`src/rtl/vga_sync_monitor.sv`:
```
// VGA sync monitor: measures line/frame timing, locks onto a stable raster,
// streams active pixels and reports a per-frame checksum and error counts.
module vga_sync_monitor #(
    parameter int H_TOTAL  = 800,
    parameter int H_START  = 144,
    parameter int H_ACTIVE = 640,
    parameter int V_TOTAL  = 525,
    parameter int V_START  = 35,
    parameter int V_ACTIVE = 480
) (
    input  logic        clk,
    input  logic        rst,
    input  logic        pix_en,
    input  logic        Hsync,
    input  logic        Vsync,
    input  logic [7:0]  ColorIn,
    output logic        locked,
    output logic        pix_valid,
    output logic [9:0]  pix_x,
    output logic [9:0]  pix_y,
    output logic [7:0]  pix_data,
    output logic        frame_done,
    output logic [15:0] frame_sum,
    output logic        h_err,
    output logic        v_err,
    output logic [7:0]  err_cnt
);
    localparam logic [9:0] H_LAST  = 10'(H_TOTAL - 1);
    localparam logic [9:0] H_FIRST = 10'(H_START);
    localparam logic [9:0] H_END   = 10'(H_START + H_ACTIVE - 1);
    localparam logic [9:0] V_LINES = 10'(V_TOTAL);
    localparam logic [9:0] V_FIRST = 10'(V_START);
    localparam logic [9:0] V_END   = 10'(V_START + V_ACTIVE - 1);
    localparam logic [9:0] CNT_MAX = 10'h3FF;

    typedef enum logic [1:0] { ST_HUNT, ST_ACQ, ST_LOCK } state_e;

    state_e      state_q, state_d;
    logic        hs_q, hs_d, hs_p_q, hs_p_d;
    logic        vs_q, vs_d, vs_p_q, vs_p_d;
    logic [7:0]  col_q, col_d;
    logic        en_q, en_d;
    logic [9:0]  h_cnt_q, h_cnt_d;
    logic [9:0]  v_cnt_q, v_cnt_d;
    logic        herr_seen_q, herr_seen_d;
    logic [15:0] acc_q, acc_d;
    logic        pix_valid_q, pix_valid_d;
    logic [9:0]  pix_x_q, pix_x_d, pix_y_q, pix_y_d;
    logic [7:0]  pix_data_q, pix_data_d;
    logic        frame_done_q, frame_done_d;
    logic [15:0] frame_sum_q, frame_sum_d;
    logic        h_err_q, h_err_d, v_err_q, v_err_d;
    logic [7:0]  err_cnt_q, err_cnt_d;
    logic        h_fall, v_fall, active, frame_bad;

    assign locked     = (state_q == ST_LOCK);
    assign pix_valid  = pix_valid_q;
    assign pix_x      = pix_x_q;
    assign pix_y      = pix_y_q;
    assign pix_data   = pix_data_q;
    assign frame_done = frame_done_q;
    assign frame_sum  = frame_sum_q;
    assign h_err      = h_err_q;
    assign v_err      = v_err_q;
    assign err_cnt    = err_cnt_q;

    // Input sampling; en_q marks the clk after a fresh sample is taken.
    always_comb begin
        hs_d   = hs_q;
        vs_d   = vs_q;
        col_d  = col_q;
        hs_p_d = hs_p_q;
        vs_p_d = vs_p_q;
        en_d   = pix_en;
        if (pix_en) begin
            hs_d   = Hsync;
            vs_d   = Vsync;
            col_d  = ColorIn;
            hs_p_d = hs_q;
            vs_p_d = vs_q;
        end
    end

    // Position counters; v_cnt doubles as the frame line counter.
    always_comb begin
        h_fall  = en_q & hs_p_q & ~hs_q;
        v_fall  = en_q & vs_p_q & ~vs_q;
        h_cnt_d = h_cnt_q;
        v_cnt_d = v_cnt_q;
        if (en_q) begin
            if (h_fall)
                h_cnt_d = '0;
            else if (h_cnt_q != CNT_MAX)
                h_cnt_d = h_cnt_q + 10'd1;
            if (v_fall)
                v_cnt_d = {9'd0, h_fall};
            else if (h_fall && v_cnt_q != CNT_MAX)
                v_cnt_d = v_cnt_q + 10'd1;
        end
        h_err_d = h_fall && (state_q != ST_HUNT) && (h_cnt_q != H_LAST);
        herr_seen_d = v_fall ? 1'b0 : (herr_seen_q | h_err_d);
        active = (h_cnt_d >= H_FIRST) && (h_cnt_d <= H_END) &&
                 (v_cnt_d >= V_FIRST) && (v_cnt_d <= V_END);
    end

    // Next-state logic, evaluated at every Vsync falling edge.
    always_comb begin
        frame_bad = herr_seen_q | h_err_d | (v_cnt_q != V_LINES);
        state_d   = state_q;
        if (v_fall) begin
            unique case (state_q)
                ST_HUNT: state_d = ST_ACQ;
                ST_ACQ:  state_d = frame_bad ? ST_ACQ : ST_LOCK;
                ST_LOCK: state_d = frame_bad ? ST_HUNT : ST_LOCK;
                default: state_d = ST_HUNT;
            endcase
        end
    end

    // FSM outputs: frame verdict pulses.
    always_comb begin
        v_err_d      = v_fall && (state_q != ST_HUNT) && frame_bad;
        frame_done_d = v_fall && (state_q == ST_LOCK) && !frame_bad;
    end

    // Pixel stream, checksum and error counter.
    always_comb begin
        acc_d       = acc_q;
        frame_sum_d = frame_sum_q;
        pix_valid_d = 1'b0;
        pix_x_d     = pix_x_q;
        pix_y_d     = pix_y_q;
        pix_data_d  = pix_data_q;
        err_cnt_d   = err_cnt_q;
        if (en_q) begin
            if (v_fall)
                acc_d = '0;
            else if (state_q != ST_HUNT && active)
                acc_d = acc_q + {8'h00, col_q};
            if (frame_done_d)
                frame_sum_d = acc_q;
            if (state_q == ST_LOCK && active) begin
                pix_valid_d = 1'b1;
                pix_x_d     = h_cnt_d - H_FIRST;
                pix_y_d     = v_cnt_d - V_FIRST;
                pix_data_d  = col_q;
            end
        end
        if ((h_err_d | v_err_d) && err_cnt_q != 8'hFF)
            err_cnt_d = err_cnt_q + 8'd1;
    end

    // State register; sync samples idle high so reset creates no edge.
    always_ff @(posedge clk or posedge rst) begin
        if (rst) begin
            state_q      <= ST_HUNT;
            hs_q         <= 1'b1;
            hs_p_q       <= 1'b1;
            vs_q         <= 1'b1;
            vs_p_q       <= 1'b1;
            col_q        <= '0;
            en_q         <= 1'b0;
            h_cnt_q      <= '0;
            v_cnt_q      <= '0;
            herr_seen_q  <= 1'b0;
            acc_q        <= '0;
            pix_valid_q  <= 1'b0;
            pix_x_q      <= '0;
            pix_y_q      <= '0;
            pix_data_q   <= '0;
            frame_done_q <= 1'b0;
            frame_sum_q  <= '0;
            h_err_q      <= 1'b0;
            v_err_q      <= 1'b0;
            err_cnt_q    <= '0;
        end else begin
            state_q      <= state_d;
            hs_q         <= hs_d;
            hs_p_q       <= hs_p_d;
            vs_q         <= vs_d;
            vs_p_q       <= vs_p_d;
            col_q        <= col_d;
            en_q         <= en_d;
            h_cnt_q      <= h_cnt_d;
            v_cnt_q      <= v_cnt_d;
            herr_seen_q  <= herr_seen_d;
            acc_q        <= acc_d;
            pix_valid_q  <= pix_valid_d;
            pix_x_q      <= pix_x_d;
            pix_y_q      <= pix_y_d;
            pix_data_q   <= pix_data_d;
            frame_done_q <= frame_done_d;
            frame_sum_q  <= frame_sum_d;
            h_err_q      <= h_err_d;
            v_err_q      <= v_err_d;
            err_cnt_q    <= err_cnt_d;
        end
    end
endmodule

```
`config.mk`:
```
export PLATFORM = sky130hd
export DESIGN_NAME = vga_sync_monitor
export DESIGN_NICKNAME = d
export VERILOG_FILES = /design/src/rtl/vga_sync_monitor.sv
export SDC_FILE = /design/constraint.sdc
export NUM_CORES = 1
export LEC_CHECK = 0
export BUFFER_PORTS_ARGS = -buffer_cell sky130_fd_sc_hd__buf_2
export CORE_ASPECT_RATIO = 1.1
export CORE_MARGIN = 2
export CORE_UTILIZATION = 45
export DETAILED_ROUTE_END_ITERATION = 12
export PLACE_DENSITY_LB_ADDON = 0.3
export SLEW_MARGIN = 20
export SYNTH_ARGS = -nofsm -noshare
export SYNTH_HDL_FRONTEND = slang
export SYNTH_SLANG_ARGS = --single-unit
```
`constraint.sdc`:
```
create_clock -name clk -period 10.8 [get_ports clk]
set_clock_uncertainty 0.1 [all_clocks]
set_input_delay 1.62 -clock clk [delete_from_list [all_inputs] [get_ports clk]]
set_output_delay 1.62 -clock clk [all_outputs]
set_load 0.01 [all_outputs]
```
# ---- After elaboration in Yosys (flattened, before gate mapping)
# Index checks and enable logic that the tools add are counted.
dict set report op_classes {
  magnitude_cmp 4
  n_eq_ne 7
  n_mul 0
  n_mux 14
  div 0
  n_shift 0
  addsub 6
  n_bitwise 9
  reduce_logical 20
}
# cell count
set ops {}
lappend ops {{$mux 10} 6}
lappend ops {{$ne 10x10->1 const B} 4}
lappend ops {{$mux 16} 2}
lappend ops {{$add 10x1->10 const B} 2}
lappend ops {{$le 10x10->1 const B} 2}
lappend ops {{$add 16x8->16} 1}
lappend ops {{$logic_and 1x1->1} 13}
lappend ops {{$ge 10x6->1 const B} 1}
lappend ops {{$ge 10x8->1 const B} 1}
lappend ops {{$sub 10x6->10 const B} 1}
lappend ops {{$sub 10x8->10 const B} 1}
lappend ops {{$add 8x1->8 const B} 1}
lappend ops {{$ne 8x8->1 const B} 1}
lappend ops {{$pmux 2 s3} 1}
lappend ops {{$reduce_and 2->1} 3}
lappend ops {{$and 1x1->1} 4}
lappend ops {{$mux 2} 2}
lappend ops {{$reduce_bool 2->1} 2}
lappend ops {{$mux 1} 3}
lappend ops {{$or 1x1->1} 3}
lappend ops {{$eq 2x1->1 const B} 1}
lappend ops {{$eq 2x2->1 const B} 1}
lappend ops {{$logic_not 2->1} 1}
lappend ops {{$not 1->1} 2}
lappend ops {{$logic_not 1->1} 1}
dict set report word_totals {
  latch_bits 0
  out_inout_bits 57
  mem_count 0
  register_bits 108
  mem_bits_rw 0
  mem_bits_ro 0
}

# ---- Logic depth before layout (Yosys ltp)
# Gate-level depths: netlist of run 1.
dict set report depth {
  depth_word 12
  depth_mapped 17
  ltp_nobuf 14
}

# ---- Worst setup path before layout of run 1
# Ideal clock, no wire load.
dict set report synth_timing {
  path_type {register to register}
  start {reg en_q}
  end {reg pix_data_q[5] (netlist: pix_data[5])}
  stages_incl_launch_ff 15
  synth_period_minus_slack_ns 3.712
  path_buffers 3
  t_required_ns 10.575
  arrival_time_ns 3.488
  path_slack_ns 7.088
  cell_sequence {dfrtp_1 clkbuf_1 nand3b_1 a41o_1 a31oi_1 inv_1 ha_1 o311ai_1 o211ai_2 mux2i_1 nor2_1 nand3_1 buf_2 buf_2 mux2_2}
}
dict set report synth_between {
  elab_chain_cells 11
  elab_cells_between_ends 19
  cone_classes {order compare: 4; mux: 5; bitwise: 4; reduce/logical: 6}
}
# item line
set synth_rtl {}
lappend synth_rtl {{start: declaration} 42} ;# logic en_q, en_d;
lappend synth_rtl {{start signal: assignment} 183} ;# en_q <= en_d;
lappend synth_rtl {{$and 1x1->1 (2 in series)} 86} ;# h_fall = en_q & hs_p_q & ~hs_q;
lappend synth_rtl {{$logic_and 1x1->1} 97} ;# else if (h_fall && v_cnt_q != CNT_MAX)
lappend synth_rtl {{$mux 10} 97}
lappend synth_rtl {{$mux 10} 95} ;# if (v_fall)
lappend synth_rtl {{$mux 10 (*)} 90} ;# if (en_q) begin
lappend synth_rtl {{via v_cnt_d[0]} 44} ;# logic [9:0] v_cnt_q, v_cnt_d;
lappend synth_rtl {{$ge 10x6->1} 103} ;# (v_cnt_d >= V_FIRST) && (v_cnt_d <= V_END);
lappend synth_rtl {{$logic_and 1x1->1} 102} ;# active = (h_cnt_d >= H_FIRST) && (h_cnt_d <= H_END) &&
lappend synth_rtl {{$logic_and 1x1->1 (*)} 103}
lappend synth_rtl {{$logic_and 1x1->1 (*)} 142} ;# if (state_q == ST_LOCK && active) begin
lappend synth_rtl {{$reduce_and 2->1 (no source line) (*)} --}
lappend synth_rtl {{end signal: assignment} 191} ;# pix_data_q <= pix_data_d;
lappend synth_rtl {{end: declaration} 49} ;# logic [7:0] pix_data_q, pix_data_d;
# Mark *: on every way through the listed nets, which the timed path passes. The rest lies on a longest branch.
# A chain may end at the register's enable or synchronous reset.

# ---- Worst setup path after layout of run 1
dict set report layout_timing {
  start {reg en_q}
  end {reg acc_q[14]}
}
dict set report layout_between {
  elab_chain_cells 12
  elab_cells_between_ends 21
  cone_classes {order compare: 4; mux: 6; bitwise: 4; reduce/logical: 7}
}
# item line
set layout_rtl {}
lappend layout_rtl {{$and 1x1->1 (2 in series)} 86}
lappend layout_rtl {{$logic_and 1x1->1} 97}
lappend layout_rtl {{$mux 10} 97}
lappend layout_rtl {{$mux 10} 95}
lappend layout_rtl {{$mux 10 (*)} 90}
lappend layout_rtl {{via v_cnt_d[0]} 44}
lappend layout_rtl {{$ge 10x6->1} 103}
lappend layout_rtl {{$logic_and 1x1->1} 102}
lappend layout_rtl {{$logic_and 1x1->1 (*)} 103}
lappend layout_rtl {{$logic_and 1x1->1 (*)} 138} ;# else if (state_q != ST_HUNT && active)
lappend layout_rtl {{$reduce_bool 2->1 (no source line) (*)} --}
lappend layout_rtl {{$reduce_and 2->1 (no source line) (*)} --}
lappend layout_rtl {{end signal: assignment} 166} ;# acc_q <= '0;
lappend layout_rtl {{end signal: assignment} 187} ;# acc_q <= acc_d;
lappend layout_rtl {{end: declaration} 46} ;# logic [15:0] acc_q, acc_d;
# Marked as above.

==> results.py, run 1 <==
metrics = {
    "outcome": {
        "outcome": "complete, no violations",
    },
    "clocking": {
        "path_clk_slew_ns": 0.08,
        "cts_hold_buffers": 0,
        "cts_setup_buffers": 0,
        "numCtsBuffers": 9,
        "root_buffer": "clkbuf_16",
        "cts.repair.resized": 0,
        "clockBufferDepth": 2,
        "cts_tree": "built",
        "cts_sinks": 108,
        "worstSkewPairLatency_ns": 0.35,
        "cts_max_level": 3,
    },
    "logic_synthesis": {
        "syn-instance-count": 479,
        "seq_area_frac_synth": 0.5043,
        "synth_nets": 509,
        "synth-edff-count": 0,
        "synth-warning-count": 0,
        "synth_area_leader_cell": "dfrtp_1",
        "synth-seq-cells": 108,
        "synth_top_area_share": 0.4847,
        "async_reset_ff_frac": 1.000,
        "synthTopCellsByArea": "dfrtp_1 (48%), mux2_2 (10%), ha_1 (3.7%)",
        "ys_types": 60,
        "synth_most_common_cell": "dfrtp_1",
        "yosys-top-cells-count": "dfrtp_1 (104), mux2_2 (49), nand2_1 (34)",
        "netlist_area_mm2": 0.005369,
        "yosys_most_used_dff": "dfrtp_1",
        "synth_area_per_cell_um2": 11.21,
    },
    "global_route": {
        "gr-usage-met3": 0.03696,
        "antenna_found_initial": 0,
        "grt_overflow": 0,
        "grt-busiest-layer": "met2",
        "grtUsageMet2": 0.3149,
        "track_usage": 0.1931,
        "grt_pass1_wl_mm": 19.62,
        "grt_pass1_vias": 3948,
        "use_met1": 0.2595,
        "grt_max_degree": 64,
    },
    "sta": {
        "period_share": 0.4020,
        "report.final.setup_viol": 0,
        "setup_ws_ns": 6.458,
        "report.final.hold_viol_count": 0,
        "period_needed_ns": 4.342,
        "worst_pin_slew_ns": 0.8341,
        "fin_setup_tns_ns": 0,
        "rsz0062_at_grt": "no",
        "fmax_mhz": 230.3,
        "slew-limit-headroom": 0.4402,
        "drv_slew": 0,
        "whs_ns": 0.3933,
    },
    "power_and_ir_drop": {
        "vdd.ir_drop.worst_v": 0.0001495,
        "power.density_mw_per_mm2": 159.5,
        "power.total_mw": 0.9835,
        "p_leak_nw": 3.150,
    },
    "finish": {
        "multi_input_area_mm2": 0.002489,
        "diodes": 0,
        "drive_gt1_frac": 0.2714,
        "final_nets": 574,
        "synthToLayoutAreaGrowth_pct": 14.84,
        "regArea_mm2": 0.002708,
        "stdcell_area_mm2": 0.006166,
        "stdcell_count": 699,
        "fin_util": 0.5342,
        "n_fill_cell": 1044,
    },
    "detailed_routing": {
        "wl_per_cell_um": 16.79,
        "vias": 3887,
        "drc": 0,
        "via_per_inst": 5.561,
        "ant_nets": 0,
        "drt_iter0_drc": 310,
        "finalWirelength_mm": 11.74,
        "drt_first_pass_iters": 4,
    },
    "setup_path": {
        "cp_data_arrival_time_ns": 4.52,
        "cp_max_fo": 24,
        "start_kind": "flip-flop",
        "critical_path_required_ns": 10.98,
        "end_kind": "flip-flop",
        "critPathKind": "reg2reg",
        "rrSetupSlack_ns": 6.46,
    },
    "die": {
        "die_h_um": 118.6,
        "die_w_um": 108.1,
        "start_util": 0.4651,
        "core_mm2": 0.01154,
        "io_pins": 70,
        "row_count": 41,
        "dieArea_mm2": 0.01282,
    },
    "placed_design": {
        "gp_congestion": 0.8815,
        "dp_cells": 683,
        "dp_hpwl_mm": 8.430,
        "dpl_worst_slack_ns": 6.508,
        "place_area_mm2": 0.005833,
        "port_buffers": 69,
    },
    "worst_hold_path": {
        "hp-class": "reg2reg",
    },
    "job": {
        "cap_viol_max_count": 0,
    },
}
-- kinds of logic (layout without fill, tap and decap cells) --
kind of cell | count (synthesis) | after routing | share of synthesized area
and+or+nand+nor | 143 | 143 | 0.1394
DFF | 108 | 108 | 0.5043
AOI/OAI and AO/OA | 74 | 74 | 0.09462
muxes | 68 | 68 | 0.1396
buffers and inverters | 39 | 109 | 0.03216
xor gates and xnor gates | 30 | 30 | 0.04894
adders and majority gates | 17 | 17 | 0.04102
-- worst max-delay path, cell delays in order, from the launching register on --
cell,delay [ns]
dfrtp_1,0.65
nand3b_1,0.37
a41o_1,0.36
o22ai_1,0.17
a31oi_1,0.11
inv_1,0.12
ha_1,0.21
o311ai_1,0.21
o211ai_2,0.15
mux2i_1,0.13
or4b_1,0.91
or4_1,0.63
a21oi_1,0.15
-- worst paths after layout --
check,startpoint,endpoint,depth (start not counted)
min in group asynchronous,rst,err_cnt[4],2
min,pix_data[0],pix_data[0],1
min reg2reg,pix_data[0],pix_data[0],1
max in group asynchronous,rst,pix_y[6],3
max,en_q,acc_q[14],12
max reg2reg,en_q,acc_q[14],12
-- registers in the layout (all words and copies together), names as in the netlist, 8 cells and up --
name and count:
err_cnt 8, h_cnt_q 10, pix_x 10, pix_data 8
col_q 8, v_cnt_q 10, frame_sum 16, pix_y 10
acc_q 16
-- final cells by class --
| cell class | count | area share |
|---|---|---|
| Timing Repair Buffer | 72 | 0.05966 |
| Clock buffer | 9 | 0.03653 |
| Inverter | 21 | 0.01319 |
| Sequential cell | 108 | 0.4391 |
| Multi-Input combinational cell | 332 | 0.4036 |
| Tap cell | 150 | 0.03044 |
| Clock inverter | 7 | 0.01745 |
-- layer usage --
| layer | up-vias | routed length, um |
|---|---|---|
| met1 | 1915 | 5232 |
| li1 | 1841 | - |
| met5 | - | 0 |
| met3 | 12 | 661 |
| met4 | 0 | 159 |
| met2 | 119 | 5684 |
-- layout by cell type (no fill, tap or decap), types with 3 or more instances in the layout --
cell type  count
dfrtp_1      104
buf_2         69
mux2_2        49
nand2_1       34
nor2_1        27
inv_1         19
xnor2_1       18
a21oi_1       16
ha_1          16
nand3_1       15
o21ai_0       15
mux2i_1       13
xor2_1        12
and3_1        11
nor3_1        11
nand4_1       10
clkbuf_16      9
o21ai_1        6
mux2_1         6
a31oi_1        5
nand2b_1       5
a211oi_1       4
or3_1          4
nor3b_1        4
dfstp_2        4
and4_1         3
and2_1         3
o31ai_1        3
a21o_1         3
o211ai_1       3
buf_4          3
-- power by group --
part           switching (mW)  internal [mW]
Sequential             0.0382          0.434
Combinational          0.0837         0.0602
Clock                   0.160          0.208
Total                   0.282          0.702
No activity file was read; power rests on OpenSTA's default activity.
==> run 2: changes to the inputs <==
--- a/config.mk
+++ b/config.mk
@@ -5,6 +5,7 @@
 export SDC_FILE = /design/constraint.sdc
 export NUM_CORES = 1
 export LEC_CHECK = 0
+export ABC_AREA = 1
 export BUFFER_PORTS_ARGS = -buffer_cell sky130_fd_sc_hd__buf_2
 export CORE_ASPECT_RATIO = 1.1
 export CORE_MARGIN = 2
==> constraint.sdc (replaced) <==
create_clock -name clk -period 3.6 [get_ports clk]
set_clock_uncertainty 0.1 [all_clocks]
set_input_delay 0.54 -clock clk [delete_from_list [all_inputs] [get_ports clk]]
set_output_delay 0.54 -clock clk [all_outputs]
set_load 0.01 [all_outputs]
==> run 2 against run 1 <==
  * Sequential power grew to 2.9 times the previous value
  * Sequential share of layout area down 3.9 points
  * Clock-buffer cell count increased by 1
  * Maximum frequency up 34%
  * Via count is 28% higher
  * Clock power increased to 3.0 times the previous value
  * Wire length rose by 17%
  * Critical path depth rose by 6
  * Cell count grew 40%
  * Power increased to 3.1 times the previous value
  * Largest cell class is now multi-input combinational cells
  * Final area rose by 9.7%
==> results.py, run 2 <==
metrics = {
    "finish": {
        "drive_gt1_frac": 0.1661,
        "layout_common_cells": "nand2_1 (217), dfrtp_1 (104), inv_1 (92), nand3_1 (77), buf_2 (69)",
        "final_common_cell": "nand2_1",
        "n_fill_cell": 1166,
        "final_nets": 844,
        "synthToLayoutAreaGrowth_pct": 14.32,
        "diodes": 0,
    },
    "setup_path": {
        "start_kind": "flip-flop",
        "crit_top_cell": "nand3_1",
        "critical_path_required_ns": 3.75,
        "max_stage_delay_ns": 0.43,
        "critPathKind": "reg2reg",
        "cp_data_arrival_time_ns": 3.38,
        "critPathSlowestCell": "dfrtp_1",
        "cp_max_fo": 15,
        "end_kind": "flip-flop",
        "worstReg2RegEnd": "pix_x[9]",
        "cp_cell_sequence": "ha_1 > nand2_2 > nor2_2 > nand3_1 > nand3_1 > nand3_1 > o21ai_0 > inv_1 > ha_1 > nand3_1 > nand2_1 > nand3_1 > nor2_1 > nor2_8 > nand3_4 > buf_4 > nand2_1 > o21ai_1",
        "r2r_cells": 18,
        "r2r-start": "h_cnt_q[0]",
        "rrSetupSlack_ns": 0.36,
    },
    "global_route": {
        "grt_max_degree": 61,
        "grt_overflow": 0,
        "grt_pass1_wl_mm": 23.38,
        "grt_pass1_vias": 4861,
        "track_usage": 0.2047,
        "antenna_found_initial": 0,
    },
    "clocking": {
        "cts.repair.resized": 0,
        "cts_sinks": 108,
        "root_buffer": "clkbuf_16",
        "cts_setup_buffers": 0,
        "clockBufferDepth": 2,
        "worstSkewPairLatency_ns": 0.36,
        "cts_tree": "built",
        "cts_hold_buffers": 0,
        "cts_max_level": 3,
        "path_clk_slew_ns": 0.08,
        "numCtsBuffers": 9,
    },
    "logic_synthesis": {
        "yosys_most_used_dff": "dfrtp_1",
        "syn-instance-count": 745,
        "synth_area_per_cell_um2": 7.942,
        "synth-edff-count": 0,
        "netlist_area_mm2": 0.005917,
        "async_reset_ff_frac": 1.000,
        "synth_area_leader_cell": "dfrtp_1",
        "seq_area_frac_synth": 0.4576,
        "synth_nets": 775,
        "synth_most_common_cell": "nand2_1",
        "synth-warning-count": 0,
        "synthTopCellsByArea": "dfrtp_1 (44%), nand2_1 (14%), nand3_1 (6.5%)",
        "yosys-top-cells-count": "nand2_1 (217), dfrtp_1 (104), inv_1 (93)",
        "synth_top_area_share": 0.4398,
        "synth-seq-cells": 108,
        "ys_types": 40,
    },
    "detailed_routing": {
        "ant_nets": 0,
        "via_per_inst": 5.097,
        "wl_per_cell_um": 14.08,
        "vias": 4975,
        "drt_first_pass_iters": 4,
        "drc": 0,
        "finalWirelength_mm": 13.74,
        "drt_iter0_drc": 336,
    },
    "power_and_ir_drop": {
        "clockPowerShare": 0.361,
        "power_frac_seq": 0.455,
        "power_switching_mw": 0.9129,
        "power.density_mw_per_mm2": 449.2,
        "p_leak_nw": 3.722,
        "p_sw_frac": 0.3005,
        "vdd.ir_drop.worst_v": 0.0002989,
        "p_comb_frac": 0.184,
        "p_int_mw": 2.125,
    },
    "sta": {
        "period_share": 0.8988,
        "fmax_mhz": 309.1,
        "rsz0062_at_grt": "no",
        "report.final.setup_viol": 0,
        "drv_slew": 0,
        "report.final.hold_viol_count": 0,
        "period_needed_ns": 3.236,
        "fin_setup_tns_ns": 0,
        "setup_ws_ns": 0.3643,
        "worst_pin_slew_ns": 0.6330,
        "slew-limit-headroom": 0.5780,
    },
    "placed_design": {
        "port_buffers": 69,
        "dp_hpwl_mm": 10.26,
        "gp_congestion": 0.9412,
        "dpl_worst_slack_ns": 0.4395,
    },
    "job": {
        "cap_viol_max_count": 0,
    },
    "die": {
        "core_mm2": 0.01275,
        "die_w_um": 113.3,
        "start_util": 0.4640,
        "dieArea_mm2": 0.01408,
        "io_pins": 70,
        "die_h_um": 124.3,
        "row_count": 43,
    },
    "worst_hold_path": {
        "hp-class": "in2async",
    },
    "outcome": {
        "outcome": "complete, no violations",
    },
}
==> run 2: per-stage QoR <==
stage / hold slack, ns / util / power (mW) / cells / cell area [um^2]
final: 0.1647 / 0.5305 / 3.038 / 976 / 6764
after global routing: 0.2235 / 0.5305 / 3.205 / 976 / 6764
after CTS: 0.1895 / 0.5305 / 3.064 / 976 / 6764
after detailed placement: 0.3563 / 0.5044 / 1.962 / 960 / 6431
after global placement: 0.3502 / 0.5044 / 1.961 / 960 / 6431
after floorplan: 0.3618 / - / 1.789 / 745 / 5917
==> run 2: logic make-up after synthesis <==
group | after synthesis | share of synthesized area
compound gates | 82 | 0.07444
mux | 1 | 0.001903
fa+ha+maj | 17 | 0.03722
simple gates | 394 | 0.3089
flops | 108 | 0.4576
xor+xnor | 24 | 0.03553
buf+inv | 119 | 0.08437
==> run 2: worst max-delay path: cells and delay by family (launching register included) <==
family / cells / cell delay, ns
compound gates: 2 / 0.28
fa+ha+maj: 2 / 0.48
buf+inv: 2 / 0.40
flops: 1 / 0.43
simple gates: 12 / 1.45
==> run 2: worst max path at each step <==
stage,from,slack [ns],depth (start not counted),to
final,h_cnt_q[0],0.36,18,pix_x[9]
after floorplan,rst,0.12,1,acc_q[0]
after detailed placement,h_cnt_q[0],0.44,18,pix_x[7]
after CTS,h_cnt_q[0],0.41,18,pix_x[7]
after global placement,v_cnt_q[1],0.48,18,pix_data[1]
after global routing,h_cnt_q[0],0.09,18,pix_x[0]
==> run 2: area by class of cell <==
class	instances	area (um^2)	share of cell area
multi-input cells	518	2710	0.4007
flip-flops and latches	108	2708	0.4003
repair buffers	78	437.9	0.06474
inverters	99	379.1	0.05605
clock buffers	10	239.0	0.03533
well taps	157	196.4	0.02904
clock inverters	6	93.84	0.01387
==> run 2: routing by layer <==
layer | vias to the layer above | track usage | share of wire
met1 | 2297 | 0.2881 | 0.48
met2 | 125 | 0.3167 | 0.45
met3 | 20 | 0.03990 | 0.049
li1 | 2533 | - | -
met4 | 0 | 0.07102 | 0.019
met5 | - | 0 | 0
==> run 2: power by group through the flow <==
stage,sequential (mW),combinational [mW],clock (mW)
2_1_floorplan,1.40,0.389,0
3_3_place_gp,1.41,0.555,0
3_5_place_dp,1.40,0.558,0
4_1_cts,1.38,0.561,1.12
5_1_grt,1.40,0.642,1.16
6_report,1.38,0.560,1.10
==> run 3: changes to the inputs <==
--- a/config.mk
+++ b/config.mk
@@ -12,6 +12,8 @@
 export CORE_UTILIZATION = 45
 export DETAILED_ROUTE_END_ITERATION = 12
 export PLACE_DENSITY_LB_ADDON = 0.3
+export RECOVER_POWER = 50
+export REMOVE_ABC_BUFFERS = 1
 export SLEW_MARGIN = 20
 export SYNTH_ARGS = -nofsm -noshare
 export SYNTH_HDL_FRONTEND = slang
==> run 3 against run 2 <==
  * The run now ends with capacitance limit, slew limit left
  * Clock power down 9%
  * Sequential power about the same
  * Maximum frequency down 0.52%
  * Power down 3.8%
  * Clock-buffer cell count down 1
  * Setup slack worse by 0.017 ns
  * Utilization down 0.36 points
  * Via count down 1.7%
  * Critical path depth unchanged
  * Cell count unchanged
  * Wire length down 6.5%
  * Flip-flop and latch count unchanged
  * Critical endpoint is now pix_y[5]
  * Largest power group unchanged
  * Highest routed layer unchanged
==> results.py, run 3 (synthesis results as in run 2) <==
metrics = {
    "sta": {
        "period_share": 0.9035,
        "drv_slew": 51,
        "whs_ns": 0.2934,
        "rsz0062_at_grt": "no",
        "worst_pin_slew_ns": 2.217,
        "period_needed_ns": 3.253,
        "fmax_mhz": 307.4,
        "fin_setup_tns_ns": 0,
        "report.final.setup_viol": 0,
        "report.final.hold_viol_count": 0,
        "slew-limit-headroom": -0.4860,
    },
    "power_and_ir_drop": {
        "power_switching_mw": 0.9451,
        "p_sw_frac": 0.3235,
        "power.density_mw_per_mm2": 434.9,
        "power_frac_seq": 0.476,
        "p_int_mw": 1.976,
        "p_leak_nw": 3.629,
        "power.total_mw": 2.921,
        "clockPowerShare": 0.342,
        "vdd.ir_drop.worst_v": 0.0003566,
        "p_comb_frac": 0.182,
    },
    "worst_hold_path": {
        "min_from": "ColorIn[7]",
        "hp-class": "in2reg",
    },
    "placed_design": {
        "dp_hpwl_mm": 9.382,
        "gp_congestion": 0.8686,
        "port_buffers": 69,
        "dp_cells": 960,
    },
    "setup_path": {
        "crit_top_cell": "nand3_1",
        "max_stage_delay_ns": 0.46,
        "start_kind": "flip-flop",
        "cp_data_arrival_time_ns": 3.40,
        "critPathSlowestCell": "dfrtp_1",
        "r2r-start": "h_cnt_q[0]",
        "cp_max_fo": 15,
        "crit_start": "h_cnt_q[0]",
        "end_kind": "flip-flop",
        "critPathKind": "reg2reg",
        "cp_cell_sequence": "ha_1 > nand2_2 > nor2_2 > nand3_2 > nand3_1 > nand3_1 > o21ai_0 > inv_1 > ha_1 > nand3_1 > nand2_1 > nand3_1 > nor2_1 > nor2_8 > nand3_4 > buf_4 > nand2_1 > o21ai_1",
        "critical_path_required_ns": 3.74,
    },
    "global_route": {
        "grt_pass1_vias": 4651,
        "grt_max_degree": 59,
        "grt_pass1_wl_mm": 21.87,
        "grt_overflow": 0,
        "antenna_found_initial": 0,
        "track_usage": 0.1887,
    },
    "clocking": {
        "root_buffer": "clkbuf_16",
        "worstSkewPairLatency_ns": 0.35,
        "cts_max_level": 3,
        "numCtsBuffers": 9,
        "clockBufferDepth": 2,
        "path_clk_slew_ns": 0.08,
        "cts_sinks": 108,
        "cts_tree": "built",
    },
    "detailed_routing": {
        "ant_nets": 0,
        "drc": 0,
        "drt_iter0_drc": 353,
        "finalWirelength_mm": 12.85,
        "wl_per_cell_um": 13.17,
        "via_per_inst": 5.009,
        "vias": 4889,
        "drt_first_pass_iters": 4,
    },
    "die": {
        "row_count": 43,
        "dieArea_mm2": 0.01408,
        "start_util": 0.4640,
        "io_pins": 70,
        "core_mm2": 0.01275,
        "die_w_um": 113.3,
        "die_h_um": 124.3,
    },
    "job": {
        "cap_viol_max_count": 1,
    },
    "finish": {
        "synthToLayoutAreaGrowth_pct": 13.53,
        "layout_common_cells": "nand2_1 (217), dfrtp_1 (104), inv_1 (92), nand3_1 (76), buf_2 (53)",
        "diodes": 0,
        "final_common_cell": "nand2_1",
        "final_nets": 844,
        "drive_gt1_frac": 0.1477,
        "n_fill_cell": 1229,
        "fin_util": 0.5268,
        "stdcell_count": 976,
    },
    "outcome": {
        "violations": "capacitance limit, slew limit",
        "outcome": "finished, violations left",
    },
}
-- run 3: critical path, delay by kind of cell (launching register included) --
family	cells	cell delay (ns)
buffers and inverters	2	0.38
adders and majority gates	2	0.49
DFF	1	0.46
and+or+nand+nor	12	1.46
AOI/OAI and AO/OA	2	0.23
-- run 3: power groups by stage --
stage / combinational [mW] / sequential [mW] / clock (mW)
6_report: 0.533 / 1.39 / 0.999
5_1_grt: 0.608 / 1.40 / 1.06
4_1_cts: 0.538 / 1.39 / 1.01
3_5_place_dp: 0.536 / 1.41 / 0
3_3_place_gp: 0.531 / 1.41 / 0
2_1_floorplan: 0.379 / 1.40 / 0
-- run 3: worst paths after layout --
kind                           endpoint  slack [ns]  depth (start not counted)
max in group asynchronous    h_cnt_q[5]        1.68                          3
min                            col_q[7]        0.29                          3
max                            pix_y[5]        0.35                         18
max reg2reg                    pix_y[5]        0.35                         18
min in group asynchronous  frame_sum[9]        0.67                          2
min reg2reg                frame_sum[5]        0.38                          2
-- run 3: stage by stage --
stage,setup slack [ns],cell area [um^2]
after floorplan,0.1210,5794
after global placement,0.3389,6431
after detailed placement,0.3054,6431
after CTS,0.2775,6734
after global routing,0.08088,6718
final,0.3473,6718
-- run 3: timing repair --
| item | in CTS | in global routing |
|---|---|---|
| hold endpoints to repair | 0 | 0 |
| hold buffers | 0 | 0 |
| buffers inserted | 0 | 0 |
| setup endpoints to repair | 0 | 8 |
| resized for setup | 0 | 1 |
-- run 3: cell type report --
type / count / area, um^2 / share of cell area
well taps: 157 / 196.4 / 0.02924
flip-flops and latches: 108 / 2708 / 0.4031
clock buffers: 9 / 225.2 / 0.03353
inverters: 99 / 377.9 / 0.05625
clock inverters: 7 / 77.57 / 0.01155
multi-input cells: 518 / 2715 / 0.4042
repair buffers: 78 / 417.9 / 0.06221
-- run 3: per-layer routing --
metal / up-vias / GRT usage / routed length [um]
li1: 2536 / - / -
met1: 2247 / 0.2669 / 6417
met2: 89 / 0.2980 / 5814
met3: 17 / 0.03358 / 437
met4: 0 / 0.05524 / 183
met5: - / 0 / 0
